<file path="src/rtl/pipe_stage_buf_pkg.sv">
// rtl/pipe_stage_buf_pkg.sv - shared stage-bus types and buffer state encoding
package CPU_buffer_bus;

  // Buffer occupancy states; the encoding doubles as the occ output.
  typedef enum logic [1:0] {
    EMPTY = 2'd0,
    HALF  = 2'd1,
    FULL  = 2'd2
  } pipe_buf_state_e;

  // Example stage bus: each stage sizes its buffer with $bits of its bus struct.
  typedef struct packed {
    logic [31:0] pc;
    logic [31:0] instr;
  } if_id_bus_t;

  localparam int IF_ID_BUS_W = $bits(if_id_bus_t);

  typedef struct packed {
    logic [31:0] pc;
    logic [4:0]  rd;
    logic [31:0] rs1_val;
    logic [31:0] rs2_val;
    logic [31:0] imm;
    logic [7:0]  alu_op;
  } id_ex_bus_t;

  localparam int ID_EX_BUS_W = $bits(id_ex_bus_t);

  // Trace ports keep at least one bit so they can be declared when tracing is off.
  function automatic int trace_port_w(input int trace_w);
    return (trace_w > 0) ? trace_w : 1;
  endfunction

endpackage

</file>
<file path="src/rtl/pipe_stage_buf_if.sv">
// rtl/pipe_stage_buf_if.sv - valid/ready stage-to-stage bus with upstream and downstream halves
interface pipe_stage_buf_if #(
  parameter int DATA_W  = 64,
  parameter int TRACE_W = 0
);
  import CPU_buffer_bus::*;

  localparam int TRACE_PW = trace_port_w(TRACE_W);

  logic                in_valid;
  logic                in_ready;
  logic [DATA_W-1:0]   in_data;
  logic [TRACE_PW-1:0] in_trace;
  logic                out_valid;
  logic                out_ready;
  logic [DATA_W-1:0]   out_data;
  logic [TRACE_PW-1:0] out_trace;

  // Stage-side view: drives the beat in and consumes the beat out.
  modport master (
    output in_valid, in_data, in_trace, out_ready,
    input  in_ready, out_valid, out_data, out_trace
  );

  // Buffer-side view.
  modport slave (
    input  in_valid, in_data, in_trace, out_ready,
    output in_ready, out_valid, out_data, out_trace
  );

endinterface

</file>
<file path="src/rtl/pipe_stage_buf_entry.sv">
// rtl/pipe_stage_buf_entry.sv - single enable/clear register holding one packed beat
module pipe_buf_entry #(
  parameter int WIDTH = 1
) (
  input  logic             ACLK,
  input  logic             ARESET,
  input  logic             en,
  input  logic             clr,
  input  logic [WIDTH-1:0] d,
  output logic [WIDTH-1:0] q
);

  // Clear wins over load so a flush never lets a beat slip through.
  always_ff @(posedge ACLK) begin
    if (ARESET || clr) begin
      q <= '0;
    end else if (en) begin
      q <= d;
    end
  end

endmodule

</file>
<file path="src/rtl/pipe_stage_buf.sv">
// rtl/pipe_stage_buf.sv - two-entry skid pipeline-stage buffer with stall and flush
module pipe_stage_buf
  import CPU_buffer_bus::*;
#(
  parameter int DATA_W      = 64,
  parameter int TRACE_W     = 0,
  parameter bit BUBBLE_ZERO = 1'b1
) (
  input  logic            ACLK,
  input  logic            ARESET,
  input  logic            stall_en,
  input  logic            flush_en,
  pipe_stage_buf_if.slave bus,
  output logic [1:0]      occ
);

  localparam int ENTRY_W = DATA_W + TRACE_W;

  pipe_buf_state_e state_q;
  pipe_buf_state_e state_d;
  logic            in_ready_q;
  logic            out_valid;
  logic            push;
  logic            pop;

  logic            main_en;
  logic            main_clr;
  logic            main_from_skid;
  logic            skid_en;
  logic            skid_clr;

  logic [ENTRY_W-1:0] in_entry;
  logic [ENTRY_W-1:0] main_d;
  logic [ENTRY_W-1:0] main_q;
  logic [ENTRY_W-1:0] skid_q;

  assign out_valid = (state_q != EMPTY);
  assign push      = bus.in_valid & in_ready_q;
  assign pop       = out_valid & bus.out_ready & ~stall_en;

  // State and registered in_ready; in_ready looks at the next state so the
  // skid absorbs the beat already in flight when downstream stops.
  always_ff @(posedge ACLK) begin
    if (ARESET) begin
      state_q    <= EMPTY;
      in_ready_q <= 1'b1;
    end else begin
      state_q    <= state_d;
      in_ready_q <= (state_d != FULL);
    end
  end

  // Next-state: flush empties the buffer regardless of push/pop.
  always_comb begin
    state_d = state_q;
    if (flush_en) begin
      state_d = EMPTY;
    end else begin
      case (state_q)
        EMPTY: begin
          if (push) state_d = HALF;
        end
        HALF: begin
          if (push && !pop) begin
            state_d = FULL;
          end else if (pop && !push) begin
            state_d = EMPTY;
          end
        end
        FULL: begin
          if (pop) state_d = HALF;
        end
        default: state_d = EMPTY;
      endcase
    end
  end

  // Entry controls: which register loads, from where, and which gets cleared.
  always_comb begin
    main_en        = 1'b0;
    main_clr       = 1'b0;
    main_from_skid = 1'b0;
    skid_en        = 1'b0;
    skid_clr       = 1'b0;
    if (flush_en) begin
      main_clr = 1'b1;
      skid_clr = 1'b1;
    end else begin
      case (state_q)
        EMPTY: begin
          main_en = push;
        end
        HALF: begin
          if (push && pop) begin
            main_en = 1'b1;
          end else if (push) begin
            skid_en = 1'b1;
          end else if (pop && BUBBLE_ZERO) begin
            main_clr = 1'b1;
          end
        end
        FULL: begin
          if (pop) begin
            main_en        = 1'b1;
            main_from_skid = 1'b1;
            skid_clr       = 1'b1;
          end
        end
        default: begin
          main_clr = 1'b1;
          skid_clr = 1'b1;
        end
      endcase
    end
  end

  // Data and trace are packed into one entry so they always move together.
  generate
    if (TRACE_W > 0) begin : g_trace
      assign in_entry      = {bus.in_trace, bus.in_data};
      assign bus.out_trace = main_q[ENTRY_W-1:DATA_W];
    end else begin : g_no_trace
      logic unused_trace;
      assign unused_trace  = ^bus.in_trace;
      assign in_entry      = bus.in_data;
      assign bus.out_trace = '0;
    end
  endgenerate

  assign main_d = main_from_skid ? skid_q : in_entry;

  pipe_buf_entry #(.WIDTH(ENTRY_W)) u_main (
    .ACLK   (ACLK),
    .ARESET (ARESET),
    .en     (main_en),
    .clr    (main_clr),
    .d      (main_d),
    .q      (main_q)
  );

  pipe_buf_entry #(.WIDTH(ENTRY_W)) u_skid (
    .ACLK   (ACLK),
    .ARESET (ARESET),
    .en     (skid_en),
    .clr    (skid_clr),
    .d      (in_entry),
    .q      (skid_q)
  );

  assign bus.out_data  = main_q[DATA_W-1:0];
  assign bus.out_valid = out_valid;
  assign bus.in_ready  = in_ready_q;
  assign occ           = state_q;

endmodule

</file>
<file path="src/flat_wrapper.sv">
// flat-port wrapper written by rule: the top's interface ports become plain ports
module pipe_stage_buf_flat import CPU_buffer_bus::*;
#(
  parameter int DATA_W      = 64,
  parameter int TRACE_W     = 0,
  parameter bit BUBBLE_ZERO = 1'b1
)
  (ACLK, ARESET, stall_en, flush_en, occ, bus_in_valid, bus_in_data, bus_in_trace, bus_out_ready, bus_in_ready, bus_out_valid, bus_out_data, bus_out_trace);
  pipe_stage_buf_if #(.DATA_W(DATA_W), .TRACE_W(TRACE_W)) bus_i ();
  input  logic ACLK;
  input  logic ARESET;
  input  logic stall_en;
  input  logic flush_en;
  output logic [1:0] occ;
  input wire logic [$bits(bus_i.in_valid)-1:0] bus_in_valid;
  input wire logic [$bits(bus_i.in_data)-1:0] bus_in_data;
  input wire logic [$bits(bus_i.in_trace)-1:0] bus_in_trace;
  input wire logic [$bits(bus_i.out_ready)-1:0] bus_out_ready;
  output wire logic [$bits(bus_i.in_ready)-1:0] bus_in_ready;
  output wire logic [$bits(bus_i.out_valid)-1:0] bus_out_valid;
  output wire logic [$bits(bus_i.out_data)-1:0] bus_out_data;
  output wire logic [$bits(bus_i.out_trace)-1:0] bus_out_trace;
  assign bus_i.in_valid = bus_in_valid;
  assign bus_i.in_data = bus_in_data;
  assign bus_i.in_trace = bus_in_trace;
  assign bus_i.out_ready = bus_out_ready;
  assign bus_in_ready = bus_i.in_ready;
  assign bus_out_valid = bus_i.out_valid;
  assign bus_out_data = bus_i.out_data;
  assign bus_out_trace = bus_i.out_trace;
  pipe_stage_buf #(.DATA_W(DATA_W), .TRACE_W(TRACE_W), .BUBBLE_ZERO(BUBBLE_ZERO)) u_core (.ACLK(ACLK), .ARESET(ARESET), .stall_en(stall_en), .flush_en(flush_en), .bus(bus_i), .occ(occ));
endmodule
</file>
<file path="config.mk">
export PLATFORM = sky130hd
export DESIGN_NAME = pipe_stage_buf_flat
export DESIGN_NICKNAME = d
export VERILOG_FILES = /design/src/rtl/pipe_stage_buf_pkg.sv /design/src/rtl/pipe_stage_buf_if.sv /design/src/rtl/pipe_stage_buf_entry.sv /design/src/rtl/pipe_stage_buf.sv /design/src/flat_wrapper.sv
export SDC_FILE = /design/constraint.sdc
export NUM_CORES = 1
export LEC_CHECK = 0
export ABC_AREA = 1
export BUFFER_PORTS_ARGS = -buffer_cell sky130_fd_sc_hd__buf_2
export CELL_PAD_IN_SITES_DETAIL_PLACEMENT = 0
export CELL_PAD_IN_SITES_GLOBAL_PLACEMENT = 2
export CORE_MARGIN = 4
export CORE_UTILIZATION = 28
export CTS_BUF_LIST = sky130_fd_sc_hd__clkbuf_16
export CTS_CLUSTER_SIZE = 40
export DETAILED_ROUTE_END_ITERATION = 8
export PLACE_DENSITY = 0.78
export SETUP_SLACK_MARGIN = 0.4
export SYNTH_ARGS = -nofsm -noshare
export SYNTH_HDL_FRONTEND = slang
export SYNTH_SLANG_ARGS = --single-unit
</file>
<file path="constraint.sdc">
create_clock -name ACLK -period 1.9 [get_ports ACLK]
set_input_delay 0.38 -clock ACLK [delete_from_list [all_inputs] [get_ports ACLK]]
set_output_delay 0.38 -clock ACLK [all_outputs]
set_load 0.05 [all_outputs]
</file>
# Yosys cells after proc, flatten, opt, wreduce, memory -nomap -nowiden
# Cells that the tools add are included.
totals:
  elab_cells: 45
  input_bits: 71
  register_bits: 131
classes:
  n_mux: 23
  n_reduce_logical: 11
  n_eq_ne: 3
  n_bitwise: 4
op_table:
  columns: ["operator", "count"]
  rows:
  - ["$mux 64", 1]
  - ["$mux 1", 13]
  - ["$mux 2", 5]
  - ["$pmux 2 s3", 1]
  - ["$pmux 1 s2", 2]
  - ["$reduce_or 2->1", 2]
  - ["$and 1x1->1", 3]
  - ["$logic_and 1x1->1", 3]
  - ["$pmux 1 s3", 1]
  - ["$eq 2x1->1 const B", 1]
  - ["$eq 2x2->1 const B", 1]
  - ["$logic_not 1->1", 2]
  - ["$logic_not 2->1", 1]
  - ["$logic_or 1x1->1", 2]
  - ["$ne 2x2->1 const B", 1]
  - ["$reduce_bool 2->1", 1]
  - ["$not 1->1", 1]

# Logic depth before layout (Yosys ltp)
logic_depth:
  word_depth: 9
  depth_mapped: 10
  mapped_depth_nobuf: 8

# Hierarchy
# Synthesis repeated with hierarchy kept, for this count alone.
unflattened:
  cells_unflattened: 1060
  area_unflattened_um2: 6598.8
modules_own_cells:
  columns: ["mod", "instances", "seq_area_each_um2", "area_per_inst_um2", "cells_per_inst"]
  rows:
  - ["pipe_buf_entry", 2, 1281.2, 2671.3, 405]
  - ["pipe_stage_buf", 1, 60.1, 1256.2, 250]

# Worst setup path before layout
# No wires, ideal clock.
synth_path:
  kind: "register to register"
  from: "register u_core.state_q[1] (netlist: u_core.occ[1])"
  to: "register u_core.u_main.q[10]"
  path_stages_with_launch: 9
  setup_time_ns: 0.112
  setup_slack_ns: -0.103
  arrival_time_ns: 1.891
  path_cell_list: "dfxtp_1 > inv_2 > nand2_1 > nand2_1 > nand3_2 > buf_2 > nand2_1 > nand2_1 > nor2_1"
synth_via:
  elab_chain_len: 9
synth_rtl:
  columns: ["element", "line_no", "rtl"]
  rows:
  - ["start, declared", "pipe_stage_buf.sv:19", "pipe_buf_state_e state_q;"]
  - ["start signal, assigned", "pipe_stage_buf.sv:48", "state_q <= state_d;"]
  - ["$reduce_bool 2->1 (*)", "pipe_stage_buf.sv:37", "assign out_valid = (state_q != EMPTY);"]
  - ["named net bus_out_valid", "flat_wrapper.sv:20", "output wire logic [$bits(bus_i.out_valid)-1:0] bus_out_valid;"]
  - ["$and 1x1->1 (*) (2 in a row)", "pipe_stage_buf.sv:39", "assign pop = out_valid & bus.out_ready & ~stall_en;"]
  - ["$mux 1", "pipe_stage_buf.sv:98, pipe_stage_buf.sv:103", null]
  - ["$mux 1", "pipe_stage_buf.sv:96", "end else if (push) begin"]
  - ["$mux 1", "pipe_stage_buf.sv:94", "if (push && pop) begin"]
  - ["$pmux 1 s2", "pipe_stage_buf.sv:89", "case (state_q)"]
  - ["$mux 1", "pipe_stage_buf.sv:85", "if (flush_en) begin"]
  - ["$logic_or 1x1->1", "pipe_stage_buf_entry.sv:15", "if (ARESET || clr) begin"]
  - ["end signal, assigned", "pipe_stage_buf_entry.sv:16", "q <= '0;"]
  - ["end signal, assigned", "pipe_stage_buf_entry.sv:18", "q <= d;"]
  - ["end, declared", "pipe_stage_buf_entry.sv:10", "output logic [WIDTH-1:0] q"]
# The timed path passes the listed nets; every way through them passes the cells marked *.
# A chain may end at the register's enable or synchronous reset.

# Worst setup path after layout
layout_path:
  from: "register u_core.state_q[0] (netlist: u_core.occ[0])"
  to: "register u_core.u_main.q[16]"
layout_via:
  elab_chain_len: 9
layout_rtl:
  columns: ["element", "line_no"]
  rows:
  - ["$reduce_bool 2->1", "pipe_stage_buf.sv:37"]
  - ["$and 1x1->1 (2 in a row)", "pipe_stage_buf.sv:39"]
  - ["$mux 1", "pipe_stage_buf.sv:98, pipe_stage_buf.sv:103"]
  - ["$mux 1", "pipe_stage_buf.sv:96"]
  - ["$mux 1", "pipe_stage_buf.sv:94"]
  - ["$pmux 1 s2", "pipe_stage_buf.sv:89"]
  - ["$mux 1", "pipe_stage_buf.sv:85"]
  - ["$logic_or 1x1->1", "pipe_stage_buf_entry.sv:15"]
# Several ways; a longest one is shown, not always the timed one.

==> key figures <==
Run status
  • Status: completed

Global routing
  • First-pass GRT wire length: roughly 27 mm
  • GRT overflow: 0
  • Initial antenna violation count: 1
  • Largest net degree at the start of global routing: 67
  • Vias in the first global route: about 5200
  • GR Util All Layers: 0.1412

Layout
  • FF/Latch Area: 0.002631 mm²
  • Most frequent cells in the layout: 315 x nor2_1, 257 x nand2_1, 135 x buf_2, 133 x inv_1, 128 x dfxtp_1
  • Commonest non-fill, non-tap cell in the layout: nor2_1
  • Multi-input logic area: 0.002715 mm²
  • Final non-filler cell total: approximately 1400
  • Layout cell share with drive strength beyond 1: 0.2018
  • Final core utilization: 0.3748
  • Fillers: around 2300
  • Synth-to-layout area growth: 31.18%
  • Final nets: 1194
  • Finished Cell Area: 0.007928 mm²

Floorplanning
  • Die Span Y: ~150 µm
  • Die width: about 150 µm
  • Site row count: 53
  • Num ports: 140
  • Die area: between 0.02 and 0.025 mm²
  • Core ar.: between 0.02 and 0.025 mm²
  • Starting Density: 0.2857

STA
  • RSZ-0062 raised after global routing: true
  • Final Hold Fails: 0
  • Worst setup margin: ~0.40 ns
  • Setup_tns: 0 ns
  • FMAX: 0.6670 GHz
  • Min cycle time layout: about 1.5 ns
  • Fin Hold WS: ~0.13 ns
  • Worst Skew: around 0.015 ns
  • Crit share post-route: 0.7891
  • Final setup violation count: 0
  • Slew Viols, Final: 0

Setup path
  • Capture point of the worst reg-to-reg path: u_core.u_main.q[16]
  • Critical path class: flip-flop to flip-flop
  • WP data required: around 2.2 ns
  • Reg2reg path depth: 8
  • Arrival time at the worst endpoint: around 1.8 ns
  • CP endpoint kind: flip-flop
  • FF-to-FF setup slack: 0.40 ns
  • Critical Path Source Type: flip-flop
  • R2R Path Start: u_core.occ[0]
  • Worst-path fanout max: 8

Clock network
  • Clock sinks: approximately 130
  • Maximum clock path buffer count: 2
  • H-tree depth: 4
  • Hold-fix buffers at CTS: 0
  • Worst-path clk slew: 0.06 ns
  • Worst skew pair latency: roughly 0.42 ns
  • CTS root buffer: clkbuf_16
  • CTS Buf Count: 17
  • CTS tree: done

Min path
  • Type of the worst min-delay path: input port to flip-flop
  • Hold Crit Depth: 2
  • Worst Hold Endpoint: u_core.occ[0]
  • Hold Startpoint: ARESET

Power
  • Net switching power figure: approximately 1.9 mW
  • Clock power share: 0.441
  • Reg power frac: 0.426
  • Comb power frac: 0.133
  • Tot Pwr: about 6.7 mW
  • Maximum VDD drop: about 0.51 mV
  • Net Sw Frac: 0.2857
  • Power Dens Cells: about 840 mW/mm²
  • Pleak: 3.705 nW
  • Int Power: around 4.8 mW

Placed design
  • Routability cong.: 0.7013
  • Pre-CTS setup slack: 0.1832 ns
  • DP HPWL: 10.68 mm
  • Inst Count DP: about 1400
  • Post-DP Area: just over 0.007 mm²
  • Buffers on Ports: between 100 and 150

Yosys
  • Post-Syn Instances: 987
  • Register bit total from synthesis: approximately 130
  • Sequential area share after synthesis: 0.4340
  • Yosys warns: 0
  • Synthesized area per cell: 6.123 µm²
  • Count of cell types in the netlist: 22
  • Synth Cell Area: 0.006043 mm²
  • Syn_nets: between 1000 and 1500

Detailed routing
  • DR vias: between 5000 and 6000
  • DRC marker count from the first detailed-route iteration: around 250
  • Vias per cell: just over 4
  • Pre-antenna DRT Iters: 5
  • Remaining DRCs: 0
  • Antenna Nets Post-Route: 0
  • WL/cell: around 13 µm
  • Total wire length: 18.21 mm

Run
  • MaxCap Viol Count: 0
## cells by family after synthesis
logic type	synth area share
and+or+nand+nor	0.3739
AOI/OAI and AO/OA	0.06273
other	0.0006205
buffers and inverters	0.1288
DFF	0.4340
## routing by layer
layer / track usage / wire [µm]
met1: 0.1897 / 8739
met2: 0.2147 / 8095
met3: 0.04200 / 1041
met4: 0.05172 / 323
met5: 0 / 7
## flip-flops by register name (all words and copies together), names as in the netlist
signal / cells
u_core.u_main.q: 64
u_core.occ: 2
u_core.u_skid.q: 64
u_core.bus.in_ready: 1
## synth_stat cells
cell / instances / share of area
buf_2: 22 / 0.018
nor3_1: 1 / 0.00083
dfxtp_1: 131 / 0.43
nor2_4: 1 / 0.0019
buf_1: 2 / 0.0012
clkbuf_1: 20 / 0.012
a21oi_4: 2 / 0.0054
a21oi_2: 1 / 0.0014
inv_1: 134 / 0.083
nand2_2: 1 / 0.0010
nand2_1: 268 / 0.17
nor2_1: 324 / 0.20
o21ai_0: 54 / 0.045
inv_2: 2 / 0.0012
o211ai_1: 1 / 0.0012
buf_4: 4 / 0.0050
conb_1: 1 / 0.00062
buf_6: 4 / 0.0075
nand3_2: 1 / 0.0017
nand3_1: 1 / 0.00083
o21ai_1: 10 / 0.0083
a21oi_1: 2 / 0.0017
## power groups by stage
stage	sequential, mW	clock [mW]	combinational, mW
after floorplan	3.08	0	0.359
after global placement	2.90	0	0.800
after detailed placement	2.90	0	0.797
after CTS	2.84	3.06	0.804
after global routing	2.85	3.17	0.988
final	2.84	2.94	0.889
## repair_timing
item                                   in CTS  in global routing
endpoints found under the hold margin       0                  0
setup buffers                               0                  9
resized for setup                           4                 28
gates cloned                                0                  7
setup endpoints to repair                  28                130
pin swaps                                   0                 10
## final cells by class
class                           instances  area share
Antenna cell                            1   0.0003157
Multi-Input combinational cell        668      0.3425
Timing Repair Buffer                  169      0.1520
Sequential cell                       131      0.3319
Clock inverter                         14     0.01152
Clock buffer                           17     0.05366
Tap cell                              275     0.04340
Inverter                              136     0.06471
## worst max-delay path, stage by stage, from the launching register on
cell,delay [ns]
dfxtp_4,0.37
a21oi_4,0.21
nand2_2,0.09
nor2_4,0.17
buf_12,0.16
clkbuf_16,0.17
nand2_1,0.05
nor2_1,0.10
nor2_1,0.05
## worst max path at each step
stage	start	endpoint	slack, ns	cells after the start
after floorplan	u_core.occ[0]	u_core.u_main.q[10]	0.40	9
after global placement	bus_out_ready	u_core.u_skid.q[7]	0.21	8
after detailed placement	stall_en	u_core.u_skid.q[41]	0.18	10
after CTS	u_core.occ[1]	bus_out_valid	0.37	3
after global routing	u_core.occ[0]	u_core.u_main.q[5]	0.34	8
final	u_core.occ[0]	u_core.u_main.q[16]	0.40	8
(Power assumes the default switching activity.)
